## config.mk

```make
export PLATFORM = sky130hd
export DESIGN_NAME = alu_core_param
export DESIGN_NICKNAME = d
export VERILOG_FILES = /design/src/rtl/alu_core_param.sv
export SDC_FILE = /design/constraint.sdc
export NUM_CORES = 1
export LEC_CHECK = 0
export CAP_MARGIN = 15
export CELL_PAD_IN_SITES_DETAIL_PLACEMENT = 1
export CELL_PAD_IN_SITES_GLOBAL_PLACEMENT = 2
export CORE_MARGIN = 10
export CORE_UTILIZATION = 37
export DETAILED_ROUTE_END_ITERATION = 8
export PLACE_DENSITY = 0.8
export SYNTH_ARGS = -nofsm -noshare
export SYNTH_HDL_FRONTEND = slang
export SYNTH_SLANG_ARGS = --single-unit
```

## constraint.sdc

```tcl
create_clock -name clock -period 3.08 [get_ports clock]
set_input_delay 0.616 -clock clock [delete_from_list [all_inputs] [get_ports clock]]
set_output_delay 0.616 -clock clock [all_outputs]
set_load 0.02 [all_outputs]
```

## src/rtl/alu_core_param.sv

```systemverilog
// Handshaked ALU core: single-cycle arithmetic/logic ops, plus iterative
// shift-add multiply and restoring divide/modulo that take WIDTH cycles.
module alu_core_param #(
  parameter int WIDTH     = 8,
  parameter bit MULDIV_EN = 1'b1
) (
  input  logic             clock,
  input  logic             reset_n,
  input  logic             start,
  output logic             ready,
  input  logic [WIDTH-1:0] input_a,
  input  logic [WIDTH-1:0] input_b,
  input  logic [3:0]       operator,
  output logic             calculated,
  input  logic             result_ready,
  output logic [WIDTH-1:0] result,
  output logic             carry,
  output logic             zero,
  output logic             overflow,
  output logic             error
);

  localparam int SW  = $clog2(WIDTH);
  localparam int MSB = WIDTH - 1;
  localparam logic [SW-1:0] LAST = SW'(WIDTH - 1);

  typedef enum logic {IDLE, BUSY} state_t;

  state_t           r_state;
  logic [SW-1:0]    r_count;
  logic [WIDTH-1:0] r_hi;
  logic [WIDTH-1:0] r_lo;
  logic [WIDTH-1:0] r_b;
  logic [1:0]       r_op;

  logic [WIDTH:0]   w_sum;
  logic [WIDTH:0]   w_diff;
  logic [WIDTH:0]   w_inc;
  logic [WIDTH:0]   w_dec;
  logic [SW-1:0]    w_shamt;
  logic [SW-1:0]    w_negShamt;
  logic [WIDTH-1:0] w_rol;
  logic [WIDTH-1:0] w_asr;
  logic [WIDTH-1:0] w_res;
  logic             w_carry;
  logic             w_ovf;
  logic             w_err;
  logic             w_iter;

  logic [WIDTH-1:0] w_addend;
  logic [WIDTH:0]   w_mulSum;
  logic [WIDTH:0]   w_remShift;
  logic             w_geq;
  logic [WIDTH-1:0] w_remSub;
  logic [WIDTH-1:0] w_nextHi;
  logic [WIDTH-1:0] w_nextLo;
  logic [WIDTH-1:0] w_finalRes;

  assign ready = reset_n && (r_state == IDLE) && (!calculated || result_ready);

  assign w_sum   = {1'b0, input_a} + {1'b0, input_b};
  assign w_diff  = {1'b0, input_a} - {1'b0, input_b};
  assign w_inc   = {1'b0, input_a} + (WIDTH+1)'(1);
  assign w_dec   = {1'b0, input_a} - (WIDTH+1)'(1);
  assign w_shamt = input_b[SW-1:0];

  // Rotating left by s equals (a<<s)|(a>>(-s mod WIDTH)); s=0 degenerates to a|a.
  assign w_negShamt = '0 - w_shamt;
  assign w_rol      = (input_a << w_shamt) | (input_a >> w_negShamt);
  assign w_asr      = $unsigned($signed(input_a) >>> w_shamt);

  always_comb begin
    w_res   = '0;
    w_carry = 1'b0;
    w_ovf   = 1'b0;
    w_err   = 1'b0;
    w_iter  = 1'b0;
    case (operator)
      4'd0: begin
        w_res   = w_sum[MSB:0];
        w_carry = w_sum[WIDTH];
        w_ovf   = (input_a[MSB] == input_b[MSB]) && (w_sum[MSB] != input_a[MSB]);
      end
      4'd1: begin
        w_res   = w_diff[MSB:0];
        w_carry = w_diff[WIDTH];
        w_ovf   = (input_a[MSB] != input_b[MSB]) && (w_diff[MSB] != input_a[MSB]);
      end
      4'd2: w_res = input_a & input_b;
      4'd3: w_res = input_a | input_b;
      4'd4: w_res = input_a ^ input_b;
      4'd5: w_res = ~input_a;
      4'd6: w_res = input_a << w_shamt;
      4'd7: w_res = input_a >> w_shamt;
      4'd8: w_res = w_asr;
      4'd9: w_res = w_rol;
      4'd10: begin
        w_res   = w_inc[MSB:0];
        w_carry = w_inc[WIDTH];
        w_ovf   = !input_a[MSB] && w_inc[MSB];
      end
      4'd11: begin
        w_res   = w_dec[MSB:0];
        w_carry = w_dec[WIDTH];
        w_ovf   = input_a[MSB] && !w_dec[MSB];
      end
      4'd12: begin
        if (MULDIV_EN) w_iter = 1'b1;
        else           w_err  = 1'b1;
      end
      4'd13, 4'd14: begin
        if (!MULDIV_EN) begin
          w_err = 1'b1;
        end else if (input_b == '0) begin
          w_err = 1'b1;
          w_res = (operator == 4'd13) ? '1 : input_a;
        end else begin
          w_iter = 1'b1;
        end
      end
      default: w_err = 1'b1;
    endcase
  end

  // Multiply keeps {hi,lo} as the shifting partial product; divide keeps
  // hi as the running remainder and lo as dividend-in / quotient-out.
  assign w_addend   = r_lo[0] ? r_b : '0;
  assign w_mulSum   = {1'b0, r_hi} + {1'b0, w_addend};
  assign w_remShift = {r_hi, r_lo[MSB]};
  assign w_geq      = w_remShift >= {1'b0, r_b};
  assign w_remSub   = w_remShift[MSB:0] - r_b;

  always_comb begin
    if (r_op == 2'b00) begin
      w_nextHi = w_mulSum[WIDTH:1];
      w_nextLo = {w_mulSum[0], r_lo[MSB:1]};
    end else begin
      w_nextHi = w_geq ? w_remSub : w_remShift[MSB:0];
      w_nextLo = {r_lo[MSB-1:0], w_geq};
    end
  end

  assign w_finalRes = (r_op == 2'b10) ? w_nextHi : w_nextLo;

  always_ff @(posedge clock or negedge reset_n) begin
    if (!reset_n) begin
      r_state    <= IDLE;
      r_count    <= '0;
      r_hi       <= '0;
      r_lo       <= '0;
      r_b        <= '0;
      r_op       <= '0;
      calculated <= 1'b0;
      result     <= '0;
      carry      <= 1'b0;
      zero       <= 1'b0;
      overflow   <= 1'b0;
      error      <= 1'b0;
    end else begin
      case (r_state)
        IDLE: begin
          if (calculated && result_ready) calculated <= 1'b0;
          if (start && ready) begin
            if (w_iter) begin
              r_state <= BUSY;
              r_count <= '0;
              r_hi    <= '0;
              r_lo    <= input_a;
              r_b     <= input_b;
              r_op    <= operator[1:0];
            end else begin
              calculated <= 1'b1;
              result     <= w_res;
              carry      <= w_carry;
              zero       <= (w_res == '0);
              overflow   <= w_ovf;
              error      <= w_err;
            end
          end
        end
        BUSY: begin
          r_hi    <= w_nextHi;
          r_lo    <= w_nextLo;
          r_count <= r_count + SW'(1);
          if (r_count == LAST) begin
            r_state    <= IDLE;
            calculated <= 1'b1;
            result     <= w_finalRes;
            carry      <= (r_op == 2'b00) && (|w_nextHi);
            zero       <= (w_finalRes == '0);
            overflow   <= 1'b0;
            error      <= 1'b0;
          end
        end
        default: r_state <= IDLE;
      endcase
    end
  end

endmodule

```

==> results.json <==
{
  "status": "finished, final reports clean",
  "period_share_pct": 97.8,
  "syn_area_um2": 5770,
  "hold_path_class": "input pin to asynchronous set/reset pin",
  "clkPwrFrac_pct": 9.3,
  "seq_area_frac_synth_pct": 18.6,
  "ys_types": 81,
  "cts_made_buffers": 5,
  "core_area_um2": 15300,
  "mostFrequentLayoutCell": "buf_4",
  "yosys_warnings": 0,
  "grt_pass1_wl_um": 41800,
  "root_buffer": "clkbuf_16",
  "port_buffers": 37,
  "required_ns": 3.31,
  "drt-initial-drc-count": 620,
  "area_growth_pct": 43.3,
  "place.detailed.hpwl_um": 21600,
  "dieWidth_um": 145,
  "drive_above_1_share_pct": 32.9,
  "cts_hold_buf": 0,
  "async_reset_ff_share_pct": 100,
  "crit_path_end_kind": "flop",
  "num_vias": 6920,
  "leakagePower_nw": 3.76,
  "ios": 38,
  "dr.pass1.iters": 5,
  "skew_ns": 0.00408,
  "period_needed_ns": 3.01,
  "rsz0062_at_grt": "true",
  "synth.ff_latch_count": 43,
  "drc_errors": 0,
  "whs_ns": 0.230,
  "gp_congestion": 1.01,
  "synth_edf_count": 0,
  "finish.utilization_pct": 54.2,
  "max_freq_mhz": 332,
  "slew_headroom_pct": 41.4,
  "synth_ff_type": "dfrtp_1",
  "tightest_slew_ns": 0.870,
  "drv_slew": 0,
  "setup-violations-final": 0,
  "p_sw_mw": 2.97,
  "cap_violations": 0,
  "worstSkewPairLatency_ns": 0.30,
  "die_area_um2": 21000,
  "die_h_um": 145,
  "htreeDepth": 2,
  "via_per_inst": 5.99,
  "grt_pass1_vias": 7497,
  "cts_buffer_depth": 2,
  "timing.final.hold_violations": 0,
  "wl_per_cell_um": 23.2,
  "fin_nets": 1019,
  "clk_pin_slew_worst_paths_ns": 0.07,
  "worstSetupPathType": "input pin to flop",
  "synthCells": 734,
  "grt_max_degree": 30,
  "avgSynthCellArea_um2": 7.87,
  "synth_fp_nets": 810,
  "cp_max_fo": 4,
  "seq_power_share_pct": 17.1,
  "cts_tree": "built",
  "clock-sinks": 43,
  "arrival_ns": 3.25,
  "p_per_area_nw_per_um2": 730,
  "start_util_pct": 37.8,
  "vdd_drop_max_uv": 365,
  "p_comb_share_pct": 73.6,
  "overflow": 0,
  "rows": 45,
  "antenna_left": 0,
  "critical_path.startpoint_type": "input pin",
  "p_int_mw": 3.07,
  "mostFrequentLayoutCells": "buf_4 (198), nand2_1 (79), o21ai_0 (56), nor2_1 (52), dfrtp_1 (43)",
  "grtUsageTotal_pct": 24.3,
  "totalWireLength_um": 26800,
  "grt_antenna_before_repair": 1,
  "netSwitchingFraction_pct": 49.1
}
layout make-up:
| class | instances | area (um^2) |
|---|---|---|
| well taps | 211 | 264 |
| flip-flops and latches | 43 | 1080 |
| inverters | 45 | 186 |
| clock inverters | 3 | 23.8 |
| repair buffers | 249 | 2040 |
| multi-input cells | 599 | 4560 |
| fillers | 1863 | 6990 |
| diodes | 1 | 2.50 |
| clock buffers | 5 | 125 |
final timing paths:
kind | start | cells past startpoint | endpoint | slack, ns
setup / recovery | input_a[4] | 11 | overflow$_DFFE_PN0P_ | 0.07
hold / removal | reset_n | 1 | r_b[0]$_DFFE_PN0P_ | 0.23
setup reg to reg | r_hi[1]$_DFFE_PN0P_ | 10 | zero$_DFFE_PN0P_ | 0.08
hold reg to reg | result[0]$_DFFE_PN0P_ | 1 | result[0]$_DFFE_PN0P_ | 0.51
max in group asynchronous | reset_n | 2 | r_b[3]$_DFFE_PN0P_ | 2.11
min in group clock | result[0]$_DFFE_PN0P_ | 1 | result[0]$_DFFE_PN0P_ | 0.51
power groups by stage:
stage | Clock [mW] | Sequential (mW) | Combinational (mW)
2_1_floorplan | 0 | 1.07 | 2.41
4_1_cts | 0.561 | 1.03 | 4.30
6_report | 0.563 | 1.03 | 4.44
3_3_place_gp | 0 | 1.02 | 4.05
3_5_place_dp | 0 | 1.04 | 4.20
5_1_grt | 0.584 | 1.07 | 4.81
cells by family after synthesis:
kind of cell | count (synthesis) | synth area share (%)
and+or+nand+nor | 266 | 23.7
DFF | 43 | 18.6
xor gates and xnor gates | 12 | 1.82
buffers and inverters | 92 | 6.54
muxes | 45 | 10.4
adders and majority gates | 53 | 12.0
AOI/OAI and AO/OA | 223 | 26.9
layer usage:
metal,track usage (%),share of wire [%],vias up
met4,12.0,4.9,0
met1,28.7,41,3416
met5,0,0,-
li1,-,-,3163
met2,43.1,50,262
met3,2.20,4.0,79
what timing repair did:
action / CTS / global route
pin swaps: 14 / 17
gates cloned: 0 / 0
endpoints found under the setup margin: 10 / 8
resized for setup: 45 / 33
setup buffers: 9 / 4
state kept, by name (all words and copies together), names as in the netlist:
register	cells
r_state	1
result	8
r_op	2
carry	1
calculated	1
r_count	3
zero	1
error	1
r_lo	8
r_hi	8
r_b	8
overflow	1
critical path: stages:
cell           delay, ns
dlygate4sd2_1       0.24
buf_6               0.13
inv_4               0.06
ha_4                0.20
and3_4              0.15
a221o_1             0.35
or4_4               0.57
a21o_1              0.19
mux4_2              0.50
nand2_2             0.10
a22o_1              0.13
metrics by stage:
| step | TNS, ns | setup slack [ns] | instances | cell area [um^2] | power, mW |
|---|---|---|---|---|---|
| global route | -0.0582 | -0.0283 | 1156 | 8270 | 6.46 |
| detailed placement | -11.52 | -0.827 | 1134 | 7820 | 5.24 |
| finish | 0 | 0.0680 | 1156 | 8270 | 6.04 |
| floorplan | 0 | 0.000943 | 734 | 5880 | 3.48 |
| CTS | 0 | 0.00209 | 1150 | 8150 | 5.89 |
| global placement | -7.60 | -0.654 | 1134 | 7820 | 5.06 |
Yosys cell counts (all sizes together), types with 7 or more instances:
| cell type | number | area, um^2 |
|---|---|---|
| a211oi | 12 | 90.1 |
| a21o | 7 | 52.6 |
| a21oi | 36 | 180 |
| a221oi | 7 | 61.3 |
| a22oi | 8 | 60.1 |
| a31oi | 14 | 87.6 |
| and2 | 14 | 90.1 |
| and3 | 9 | 56.3 |
| buf | 20 | 106 |
| clkbuf | 27 | 103 |
| dfrtp | 43 | 1080 |
| ha | 48 | 601 |
| inv | 45 | 169 |
| mux2 | 9 | 105 |
| mux2i | 25 | 250 |
| mux4 | 11 | 248 |
| nand2 | 81 | 304 |
| nand2b | 9 | 56.3 |
| nand3 | 22 | 110 |
| nor2 | 52 | 195 |
| nor2b | 17 | 106 |
| nor3 | 20 | 110 |
| o211ai | 8 | 65.1 |
| o21ai | 57 | 285 |
| o221ai | 8 | 70.1 |
| xnor2 | 7 | 61.3 |
No activity file was read; power rests on OpenSTA's default activity.
